===== src/rtl/link_training_ctrl.sv =====
// Link training sequencer: trains the peer with the preamble generator, measures
// the peer bit period with the detector, validates the divider and retries on failure.
module link_training_ctrl #(
  parameter int DIV_WIDTH   = 8,
  parameter int TO_WIDTH    = 16,
  parameter int MAX_RETRIES = 3,
  parameter int DIV_MIN     = 2,
  parameter int DIV_MAX     = 200
) (
  input  logic                 clk,
  input  logic                 rst_n,
  input  logic                 i_link_start,
  input  logic [TO_WIDTH-1:0]  i_cfg_timeout,
  output logic                 o_pre_start,
  input  logic                 i_pre_done,
  output logic                 o_det_start,
  output logic                 o_det_enable,
  input  logic                 i_det_done,
  input  logic [DIV_WIDTH-1:0] i_det_clk_div,
  output logic [DIV_WIDTH-1:0] o_rx_clk_div,
  output logic                 o_link_up,
  output logic                 o_link_fail,
  output logic                 o_busy,
  output logic [3:0]           o_retry_cnt
);

  // state    | meaning
  // IDLE     | waiting for link_start after reset
  // TX_START | one-cycle start pulse to the preamble generator
  // TX_WAIT  | waiting for the generator to finish
  // RX_START | one-cycle start pulse to the detector, timeout counter cleared
  // RX_WAIT  | waiting for the detector, timeout running
  // RX_CAP   | capture the measured divider
  // CHECK    | range-check the captured divider
  // UP       | link trained, rx_clk_div valid
  // FAIL     | retries exhausted
  typedef enum logic [3:0] {
    S_IDLE     = 4'd0,
    S_TX_START = 4'd1,
    S_TX_WAIT  = 4'd2,
    S_RX_START = 4'd3,
    S_RX_WAIT  = 4'd4,
    S_RX_CAP   = 4'd5,
    S_CHECK    = 4'd6,
    S_UP       = 4'd7,
    S_FAIL     = 4'd8
  } state_t;

  localparam logic [DIV_WIDTH-1:0] LP_DIV_MIN     = DIV_WIDTH'(DIV_MIN);
  localparam logic [DIV_WIDTH-1:0] LP_DIV_MAX     = DIV_WIDTH'(DIV_MAX);
  localparam logic [3:0]           LP_MAX_RETRIES = 4'(MAX_RETRIES);
  localparam logic [TO_WIDTH-1:0]  LP_TO_ONE      = TO_WIDTH'(1);

  state_t               r_state;
  state_t               w_next;
  logic [TO_WIDTH-1:0]  r_to_cnt;
  logic [TO_WIDTH-1:0]  w_to_cnt_nxt;
  logic                 r_to_hit;
  logic                 w_to_hit;
  logic                 w_to_expired;
  logic                 w_retry;
  logic                 w_div_ok;
  logic [3:0]           r_retry_cnt;
  logic [3:0]           w_retry_nxt;
  logic [DIV_WIDTH-1:0] r_div_hold;
  logic [DIV_WIDTH-1:0] r_rx_clk_div;
  logic [DIV_WIDTH-1:0] w_rx_div_nxt;
  logic                 r_pre_start;
  logic                 r_det_start;
  logic                 r_det_enable;
  logic                 r_link_up;
  logic                 r_link_fail;

  // >= rather than == keeps the timeout alive if cfg_timeout is lowered mid-wait
  assign w_to_expired = (i_cfg_timeout != '0) && (r_to_cnt >= (i_cfg_timeout - LP_TO_ONE));
  assign w_div_ok     = (r_div_hold >= LP_DIV_MIN) && (r_div_hold <= LP_DIV_MAX);

  always_comb begin
    w_next       = r_state;
    w_retry      = 1'b0;
    w_to_hit     = 1'b0;
    w_to_cnt_nxt = r_to_cnt;
    w_retry_nxt  = r_retry_cnt;
    w_rx_div_nxt = r_rx_clk_div;
    case (r_state)
      S_IDLE, S_UP, S_FAIL: begin
        if (i_link_start) begin
          w_next       = S_TX_START;
          w_retry_nxt  = '0;
          w_rx_div_nxt = '0;
        end
      end
      S_TX_START: w_next = S_TX_WAIT;
      S_TX_WAIT: begin
        if (i_pre_done) w_next = S_RX_START;
      end
      S_RX_START: begin
        w_to_cnt_nxt = '0;
        w_next       = S_RX_WAIT;
      end
      S_RX_WAIT: begin
        // expiry is registered for one cycle before the retry is taken
        if (i_det_done)             w_next = S_RX_CAP;
        else if (r_to_hit)          w_retry = 1'b1;
        else if (w_to_expired)      w_to_hit = 1'b1;
        else if (r_to_cnt != '1)    w_to_cnt_nxt = r_to_cnt + LP_TO_ONE;
      end
      S_RX_CAP: w_next = S_CHECK;
      S_CHECK: begin
        if (w_div_ok) begin
          w_rx_div_nxt = r_div_hold;
          w_next       = S_UP;
        end else begin
          w_retry = 1'b1;
        end
      end
      default: w_next = S_IDLE;
    endcase
    if (w_retry) begin
      if (r_retry_cnt < LP_MAX_RETRIES) begin
        w_retry_nxt = r_retry_cnt + 4'd1;
        w_next      = S_TX_START;
      end else begin
        w_next = S_FAIL;
      end
    end
  end

  always_ff @(posedge clk or negedge rst_n) begin
    if (!rst_n) begin
      r_state      <= S_IDLE;
      r_to_cnt     <= '0;
      r_to_hit     <= 1'b0;
      r_retry_cnt  <= '0;
      r_div_hold   <= '0;
      r_rx_clk_div <= '0;
      r_pre_start  <= 1'b0;
      r_det_start  <= 1'b0;
      r_det_enable <= 1'b0;
      r_link_up    <= 1'b0;
      r_link_fail  <= 1'b0;
    end else begin
      r_state      <= w_next;
      r_to_cnt     <= w_to_cnt_nxt;
      r_to_hit     <= w_to_hit;
      r_retry_cnt  <= w_retry_nxt;
      r_rx_clk_div <= w_rx_div_nxt;
      if (r_state == S_RX_CAP) r_div_hold <= i_det_clk_div;
      // outputs decoded from the next state so they line up with the state itself
      r_pre_start  <= (w_next == S_TX_START);
      r_det_start  <= (w_next == S_RX_START);
      r_det_enable <= (w_next == S_RX_START) || (w_next == S_RX_WAIT) || (w_next == S_RX_CAP);
      r_link_up    <= (w_next == S_UP);
      r_link_fail  <= (w_next == S_FAIL);
    end
  end

  assign o_busy       = !((r_state == S_IDLE) || (r_state == S_UP) || (r_state == S_FAIL));
  assign o_pre_start  = r_pre_start;
  assign o_det_start  = r_det_start;
  assign o_det_enable = r_det_enable;
  assign o_rx_clk_div = r_rx_clk_div;
  assign o_link_up    = r_link_up;
  assign o_link_fail  = r_link_fail;
  assign o_retry_cnt  = r_retry_cnt;

endmodule

===== config.mk =====
export PLATFORM = sky130hd
export DESIGN_NAME = link_training_ctrl
export DESIGN_NICKNAME = d
export VERILOG_FILES = /design/src/rtl/link_training_ctrl.sv
export SDC_FILE = /design/constraint.sdc
export NUM_CORES = 1
export LEC_CHECK = 0
export ABC_AREA = 1
export BUFFER_PORTS_ARGS = -buffer_cell sky130_fd_sc_hd__buf_2
export CAP_MARGIN = 20
export CORE_MARGIN = 5
export CORE_UTILIZATION = 60
export CTS_BUF_LIST = sky130_fd_sc_hd__clkbuf_8
export DETAILED_ROUTE_END_ITERATION = 7
export GPL_ROUTABILITY_DRIVEN = 0
export GPL_TIMING_DRIVEN = 1
export PLACE_DENSITY = 0.83
export SYNTH_ARGS = -nofsm -noshare
export SYNTH_HDL_FRONTEND = slang
export SYNTH_SLANG_ARGS = --single-unit

===== constraint.sdc =====
create_clock -name clk -period 5.52 [get_ports clk]
set_input_delay 0.828 -clock clk [delete_from_list [all_inputs] [get_ports clk]]
set_output_delay 0.828 -clock clk [all_outputs]
set_load 0.005 [all_outputs]

==> flow_summary.ini, run 1 <==
[clock_network]
cts_tree = yes
htree_levels = 2
clock-sinks = 46
ctsResizeCount = 0
cts_buffer_depth = 2
clk_latency_ns = 0.29
numCtsBuffers = 5
clkSlewWorstSetupHoldPaths_ns = 0.08
postCtsHoldBufs = 0
cts_root_buf = clkbuf_8
post_cts_buffers = 0

[timing]
rsz0062_at_grt = false
timing.final.crit_share = 0.568
hold_viol = 0
period_minus_slack_ns = 3.14
worstMarginPinSlew_ns = 0.574
fin_skew_ns = 0.00355
slew_headroom = 0.614
setup_viol = 0
fin_setup_tns_ns = 0
drv_slew = 0
worst_hold_slack_ns = 0.328
fmax_mhz = 319

[critical_path]
cp.required_ns = 5.76
critical_path.max_stage_delay_ns = 0.44
timing.rr.end = r_to_cnt[2]
cpMostUsedCell = nand2_1
worstReg2RegStart = r_to_cnt[0]
r2r_slack_ns = 3.45
path_cells = buf_2 > nor2_1 > nand2_1 > nor4_2 > nand4_1 > xnor2_1 > inv_1 > ha_1 > nand4_1 > nor3_1 > nand2_1 > nand2_1 > nand2_8 > nand2_4 > nand2_1 > nand2_1
cpLargestDelayFamily = simple AND/OR/NAND/NOR gates
r2r_cells = 9
critical_path.slowest_cell = nor4_2
end_kind = flop
timing.critical_path.buf_inv = 2
cp.arrival_ns = 3.37
critPathKind = in -> reg
critical_path.startpoint_type = primary input
path_max_fanout = 18

[cells_and_area]
layout_common_cells = nand2_1 (108), nor2_1 (61), nand3_1 (46), buf_2 (46), dfrtp_1 (46)
final_cells = 530
fillCellCount = 453
seq_area_sq_um = 1150
final_core_util = 0.692
final_common_cell = nand2_1
drive_gt1_frac = 0.185
areaGrowthSynthToFinish_pct = 12.7
layout.nets = 507
multi_input_area_sq_um = 1780
insertedDiodeCount = 0

[synth]
ys_seq_area_frac = 0.370
yosys_warnings = 0
syn-num-nets = 458
syn_area_per_cell_sq_um = 7.59
syn_inst = 410
synth_area_sq_um = 3110
synth_cell_type_count = 35
ys_ff_latch = 46

[drt]
drc = 0
vias = 2791
drtIter0Drc = 187
drtAntennaViolNets = 0
totalWireLength_mm = 6.73
firstDrtPassIters = 4
vias_per_cell = 5.27
wire_per_inst_um = 12.7

[power_and_ir_drop]
power_density_nw_per_um2 = 337
power_leakage_uw = 0.00181
finalPower_uw = 1180
vdd_drop_max_uv = 299

[grt]
antenna_found_initial = 0
grt_usage = 0.215
grt_pass1_vias = 2666
grt_max_degree = 47
grt_pass1_wl_mm = 11.3
grt_overflow = 0

[floorplanning]
die_area_sq_um = 6730
io_pins = 47
dieHeight_um = 82.0
initial_core_util = 0.613
rows = 26
core_area_sq_um = 5070
chipWidth_um = 82.0

[placed_design]
portBuffers = 46
hpwl_mm = 5.10
place_inst = 521

[run_status]
outcome = finished, final reports clean

[worst_hold_path]
hp-class = in -> async

[job]
maxCapViolations = 0
[where the power goes]
part	switching, uW	internal (uW)	total [uW]
Sequential	64.8	425	490
Combinational	307	173	480
Clock	112	99.4	212
Total	484	698	1180
[metrics by stage]
step           setup WS [ns]  cell area [sq um]
2_1_floorplan           2.55               3110
3_3_place_gp            2.18               3400
3_5_place_dp            2.10               3400
4_1_cts                 2.40               3490
5_1_grt                 2.08               3510
6_report                2.38               3510
[logic make-up (layout without fill, tap and decap cells)]
family                     count (synthesis)  in the layout  share of synthesized area
AOI/OAI and AO/OA                         22             22                     0.0442
buffers and inverters                     45             95                     0.0587
muxes                                      7              7                     0.0253
DFF                                       46             46                      0.370
and+or+nand+nor                          246            246                      0.355
adders and majority gates                 19             19                     0.0764
xor gates and xnor gates                  25             25                     0.0703
[final cells by class]
| cell class | count | area share |
|---|---|---|
| sequential | 46 | 0.328 |
| tap | 70 | 0.0250 |
| timing repair buffer | 47 | 0.0713 |
| clock inverter | 2 | 0.00250 |
| multi-input combinational | 319 | 0.507 |
| clock buffer | 6 | 0.0235 |
| inverter | 40 | 0.0428 |
[per-layer routing]
layer / global-route usage / vias up / share of wire
li1: - / 1426 / -
met1: 0.288 / 1313 / 0.48
met2: 0.355 / 46 / 0.48
met3: 0.0395 / 6 / 0.034
met4: 0.0615 / 0 / 0.0082
met5: 0 / - / 0
[sequential cells by signal (all words and copies together), names as in the netlist, 4 cells and up]
register and flops:
r_div_hold 8, o_rx_clk_div 8, r_state 4, o_retry_cnt 4, r_to_cnt 16
[cell usage after synthesis (all sizes together)]
master | instances | area, sq um
nand3b | 1 | 7.51
or2 | 2 | 12.5
nor3b | 1 | 7.51
nor3 | 3 | 15.0
nand3 | 47 | 240
nor2 | 69 | 299
nor4 | 4 | 31.3
nand4 | 7 | 43.8
dfrtp | 46 | 1150
clkinv | 1 | 3.75
xor2 | 15 | 131
clkbuf | 1 | 3.75
a21oi | 11 | 66.3
ha | 19 | 238
xnor2 | 10 | 87.6
mux2 | 7 | 78.8
buf | 4 | 28.8
o21bai | 1 | 7.51
o21ai | 6 | 33.8
inv | 39 | 146
nand2 | 112 | 449
o211ai | 1 | 7.51
o21a | 3 | 22.5
[worst max path at each step]
stage,from,endpoint,slack [ns],cells after the start
floorplan,i_cfg_timeout[0],r_to_cnt[12],2.55,17
global placement,i_cfg_timeout[2],r_to_cnt[13],2.18,16
detailed placement,i_cfg_timeout[2],r_to_cnt[9],2.10,16
CTS,i_cfg_timeout[2],r_to_cnt[9],2.40,16
global route,i_cfg_timeout[2],r_to_cnt[7],2.08,16
finish,i_cfg_timeout[2],r_to_cnt[2],2.38,16
[worst register-to-register path: stages (launching register included)]
cell     delay, ns
dfrtp_1       0.46
ha_1          0.30
inv_1         0.11
nor2_2        0.07
nand2_1       0.12
o21ai_2       0.09
a21oi_4       0.44
nand2_4       0.22
nand2_1       0.11
nand2_1       0.05
(Power assumes the default switching activity.)
==> run 2: changes to the inputs <==
- CORE_UTILIZATION: 60 -> 59
- PLACE_DENSITY: 0.83 -> 0.82
- clock period: 5.52 -> 2.9 ns (I/O delays scaled with it)
==> flow_summary.ini, run 2 (synthesis results as in run 1) <==
[placed_design]
place_inst = 523
hpwl_mm = 5.02
portBuffers = 46
post-place-ws_ns = -0.0430

[drt]
firstDrtPassIters = 4
totalWireLength_mm = 6.62
drc = 0
wire_per_inst_um = 12.4
drtIter0Drc = 179
vias = 2798
vias_per_cell = 5.25
drtAntennaViolNets = 0

[critical_path]
cpLargestDelayFamily = simple AND/OR/NAND/NOR gates
critical_path.max_stage_delay_ns = 0.28
end_kind = flop
worstReg2RegStart = r_to_cnt[0]
critical_path.slowest_cell = ha_1
critPathKind = in -> reg
cp.arrival_ns = 2.88
timing.critical_path.buf_inv = 4
cp.required_ns = 3.13
cpMostUsedCell = nand2_1
path_cells = buf_2 > inv_1 > ha_1 > inv_2 > nor2_4 > nand2_2 > nor4_1 > xor2_1 > inv_1 > ha_1 > nand4_1 > nor3_1 > nand2_1 > nand2_1 > nand2_8 > nand2_4 > nand2_1 > nand2_1
path_max_fanout = 18
r2r_slack_ns = 0.84
r2r_cells = 9
timing.rr.end = r_to_cnt[14]
critical_path.startpoint_type = primary input

[floorplanning]
chipWidth_um = 82.6
dieHeight_um = 82.6
die_area_sq_um = 6830
rows = 26
core_area_sq_um = 5110
io_pins = 47
initial_core_util = 0.610

[cells_and_area]
final_cells = 533
insertedDiodeCount = 0
regMostFlops = r_to_cnt
seq_area_sq_um = 1150
layout.nets = 510
drive_gt1_frac = 0.188
fillCellCount = 435
largest_reg_flops = 16
layout_common_cells = nand2_1 (108), nor2_1 (61), nand3_1 (46), buf_2 (46), dfrtp_1 (46)
final_common_cell = nand2_1
multi_input_area_sq_um = 1780
areaGrowthSynthToFinish_pct = 13.5

[timing]
fmax_mhz = 378
worstMarginPinSlew_ns = 0.504
setup_viol = 0
period_minus_slack_ns = 2.65
hold_viol = 0
fin_skew_ns = 0.00872
slew_headroom = 0.663
drv_slew = 0
fin_ws_ns = 0.254
timing.final.crit_share = 0.912
rsz0062_at_grt = false

[grt]
grt_max_degree = 47
grt_pass1_wl_mm = 11.5
grt_usage = 0.213
grt_overflow = 0
antenna_found_initial = 0
grt_pass1_vias = 2629

[run_status]
outcome = finished, final reports clean

[clock_network]
htree_levels = 2
post_cts_buffers = 0
ctsResizeCount = 0
cts_tree = yes
cts_root_buf = clkbuf_8
cts_buffer_depth = 2
clkSlewWorstSetupHoldPaths_ns = 0.08
numCtsBuffers = 5
clk_latency_ns = 0.29
clock-sinks = 46

[power_and_ir_drop]
power_density_nw_per_um2 = 638
vdd_drop_max_uv = 575
power_leakage_uw = 0.00183

[job]
maxCapViolations = 0

[worst_hold_path]
min_path_cells = 2
holdPathEnd = r_to_hit
hp-class = in -> reg
hold_path.startpoint = i_det_done
[run 2: per-stage QoR]
step,total power [uW],util,hold slack (ns),area (sq um),setup TNS (ns)
2_1_floorplan,1590,-,0.139,3110,0
3_3_place_gp,1830,0.668,0.454,3410,0
3_5_place_dp,1860,0.668,0.465,3410,-0.388
4_1_cts,2260,0.686,0.335,3500,0
5_1_grt,2430,0.692,0.350,3530,0
6_report,2250,0.692,0.343,3530,0
[run 2: worst max path at each step]
stage | from | end | slack (ns) | cells past startpoint
floorplan | i_cfg_timeout[0] | r_to_cnt[12] | 0.32 | 17
global placement | i_cfg_timeout[0] | r_to_cnt[13] | 0.07 | 18
detailed placement | i_cfg_timeout[0] | r_to_cnt[9] | -0.04 | 18
CTS | i_cfg_timeout[0] | r_to_cnt[14] | 0.25 | 18
global route | i_cfg_timeout[0] | r_to_cnt[14] | 0.06 | 18
finish | i_cfg_timeout[0] | r_to_cnt[14] | 0.25 | 18
[run 2: power by group]
part / leakage (uW) / total (uW) / internal (uW) / switching, uW
Clock: 0.0000524 / 395 / 189 / 206
Sequential: 0.000611 / 928 / 810 / 118
Combinational: 0.00116 / 930 / 336 / 595
[run 2: cell type report]
cell class	count	share of cell area
sequential	46	0.326
clock inverter	2	0.00248
clock buffer	6	0.0234
timing repair buffer	50	0.0779
tap	70	0.0248
multi-input combinational	319	0.503
inverter	40	0.0425
[run 2: routing by layer]
metal,vias to the layer above,track usage,wire length (um)
met4,0,0.0425,55
li1,1427,-,-
met5,-,0,0
met1,1308,0.293,3090
met2,56,0.358,3240
met3,7,0.0293,229
[run 2: timing repair]
item / in CTS / in global routing
endpoints found under the setup margin: 0 / 0
hold endpoints to repair: 0 / 3
hold buffers: 0 / 1
==> run 3: changes to the inputs <==
- PLACE_DENSITY: 0.82 -> not set
- PLACE_DENSITY_LB_ADDON: not set -> 0.08
==> flow_summary.ini, run 3 (synthesis results as in run 1) <==
[placed_design]
portBuffers = 46
post-place-ws_ns = -0.129
hpwl_mm = 5.09
dpl_cell_area_sq_um = 3420

[floorplanning]
initial_core_util = 0.610
die_area_sq_um = 6830
dieHeight_um = 82.6
core_area_sq_um = 5110
rows = 26
chipWidth_um = 82.6
io_pins = 47

[job]
maxCapViolations = 0

[drt]
wire_per_inst_um = 12.4
drtAntennaViolNets = 0
firstDrtPassIters = 4
wl_met2_mm = 3.14
maxUsedRoutingLayer = met4
drc = 0
vias_per_cell = 5.16
totalWireLength_mm = 6.63
dr_wl_met3_um = 300
m1WireLength_mm = 3.16
drtIter0Drc = 105
vias = 2756

[power_and_ir_drop]
finalPower_uw = 2270
power_leakage_uw = 0.00183
power_density_nw_per_um2 = 637
vdd_drop_max_uv = 625

[clock_network]
clkSlewWorstSetupHoldPaths_ns = 0.09
clk_latency_ns = 0.30
cts_tree = yes
numCtsBuffers = 5
cts_buffer_depth = 2
post_cts_buffers = 0
clock-sinks = 46
cts_root_buf = clkbuf_8
htree_levels = 2

[grt]
grt_pass1_vias = 2562
grt_overflow = 0
antenna_found_initial = 0
grt_usage = 0.215
grt_max_degree = 47
grt_pass1_wl_mm = 11.6

[cells_and_area]
final_common_cell = nand2_1
largest_reg_flops = 16
layout_common_cells = nand2_1 (108), nor2_1 (61), nand3_1 (46), buf_2 (46), dfrtp_1 (46)
final_core_util = 0.696
stdcell_area_sq_um = 3560
drive_gt1_frac = 0.194
regMostFlops = r_to_cnt
layout.nets = 511
insertedDiodeCount = 0
areaGrowthSynthToFinish_pct = 14.2

[critical_path]
cp.arrival_ns = 2.80
path_max_fanout = 18
critical_path.startpoint_type = primary input
critPathKind = in -> reg
cp.required_ns = 3.14
worstReg2RegStart = r_to_cnt[0]
crit_start = i_cfg_timeout[0]
end_kind = flop

[timing]
timing.final.crit_share = 0.882
fin_ws_ns = 0.342
slew_headroom = 0.615
period_minus_slack_ns = 2.56
rsz0062_at_grt = false
setup_viol = 0
drv_slew = 0
fmax_mhz = 391
hold_viol = 0
fin_skew_ns = 0.00839
fin_setup_tns_ns = 0
worstMarginPinSlew_ns = 0.576

[run_status]
outcome = finished, final reports clean

[worst_hold_path]
hp-class = in -> reg
hold_path.startpoint = i_det_done
## run 3: layout make-up
type / count / area (sq um)
Tap cell: 70 / 87.6
Timing Repair Buffer: 51 / 283
Clock buffer: 5 / 68.8
Clock inverter: 3 / 21.3
Multi-Input combinational cell: 319 / 1790
Inverter: 40 / 150
Fill cell: 452 / 1550
Sequential cell: 46 / 1150
## run 3: worst paths after layout
path,end,slack (ns),depth (start not counted)
worst max-delay path,r_to_cnt[0],0.34,18
worst min-delay path,r_to_hit,0.33,2
worst max register to register,r_to_cnt[0],0.84,9
worst min register to register,r_to_hit,0.46,1
max in group asynchronous,r_to_cnt[1],1.96,3
min in group asynchronous,r_to_cnt[14],0.50,2
## run 3: repair_timing
| action | in CTS | in global routing |
|---|---|---|
| gates resized for setup | 0 | 2 |
| endpoints found under the hold margin | 0 | 6 |
| setup endpoints to repair | 0 | 16 |
| hold buffers | 0 | 1 |
## run 3: per-layer routing
| metal | global-route usage | up-vias |
|---|---|---|
| li1 | - | 1434 |
| met1 | 0.316 | 1257 |
| met2 | 0.340 | 60 |
| met3 | 0.0325 | 5 |
| met4 | 0.0343 | 0 |
| met5 | 0 | - |
## run 3: power breakdown
part,switching [uW],leakage (uW),internal [uW]
clock,219,0.0000441,169
sequential,119,0.000611,810
combinational,606,0.00117,343
total,944,0.00183,1320
## run 3: metrics by stage
stage | instances | hold WS [ns]
CTS | 532 | 0.321
floorplan | 410 | 0.139
global route | 534 | 0.336
detailed placement | 524 | 0.452
global placement | 524 | 0.456
finish | 534 | 0.325
## run 3: worst max-delay path: stages
cell	delay [ns]
buf_2	0.12
inv_1	0.09
ha_1	0.23
inv_2	0.06
nor2_4	0.14
nand2_2	0.08
nor4_2	0.19
xor2_1	0.18
inv_1	0.06
ha_1	0.28
nand4_1	0.11
nor3_1	0.14
nand2_1	0.08
nand2_1	0.15
nand2_8	0.14
nand2_8	0.14
nand2_1	0.07
nand2_1	0.08
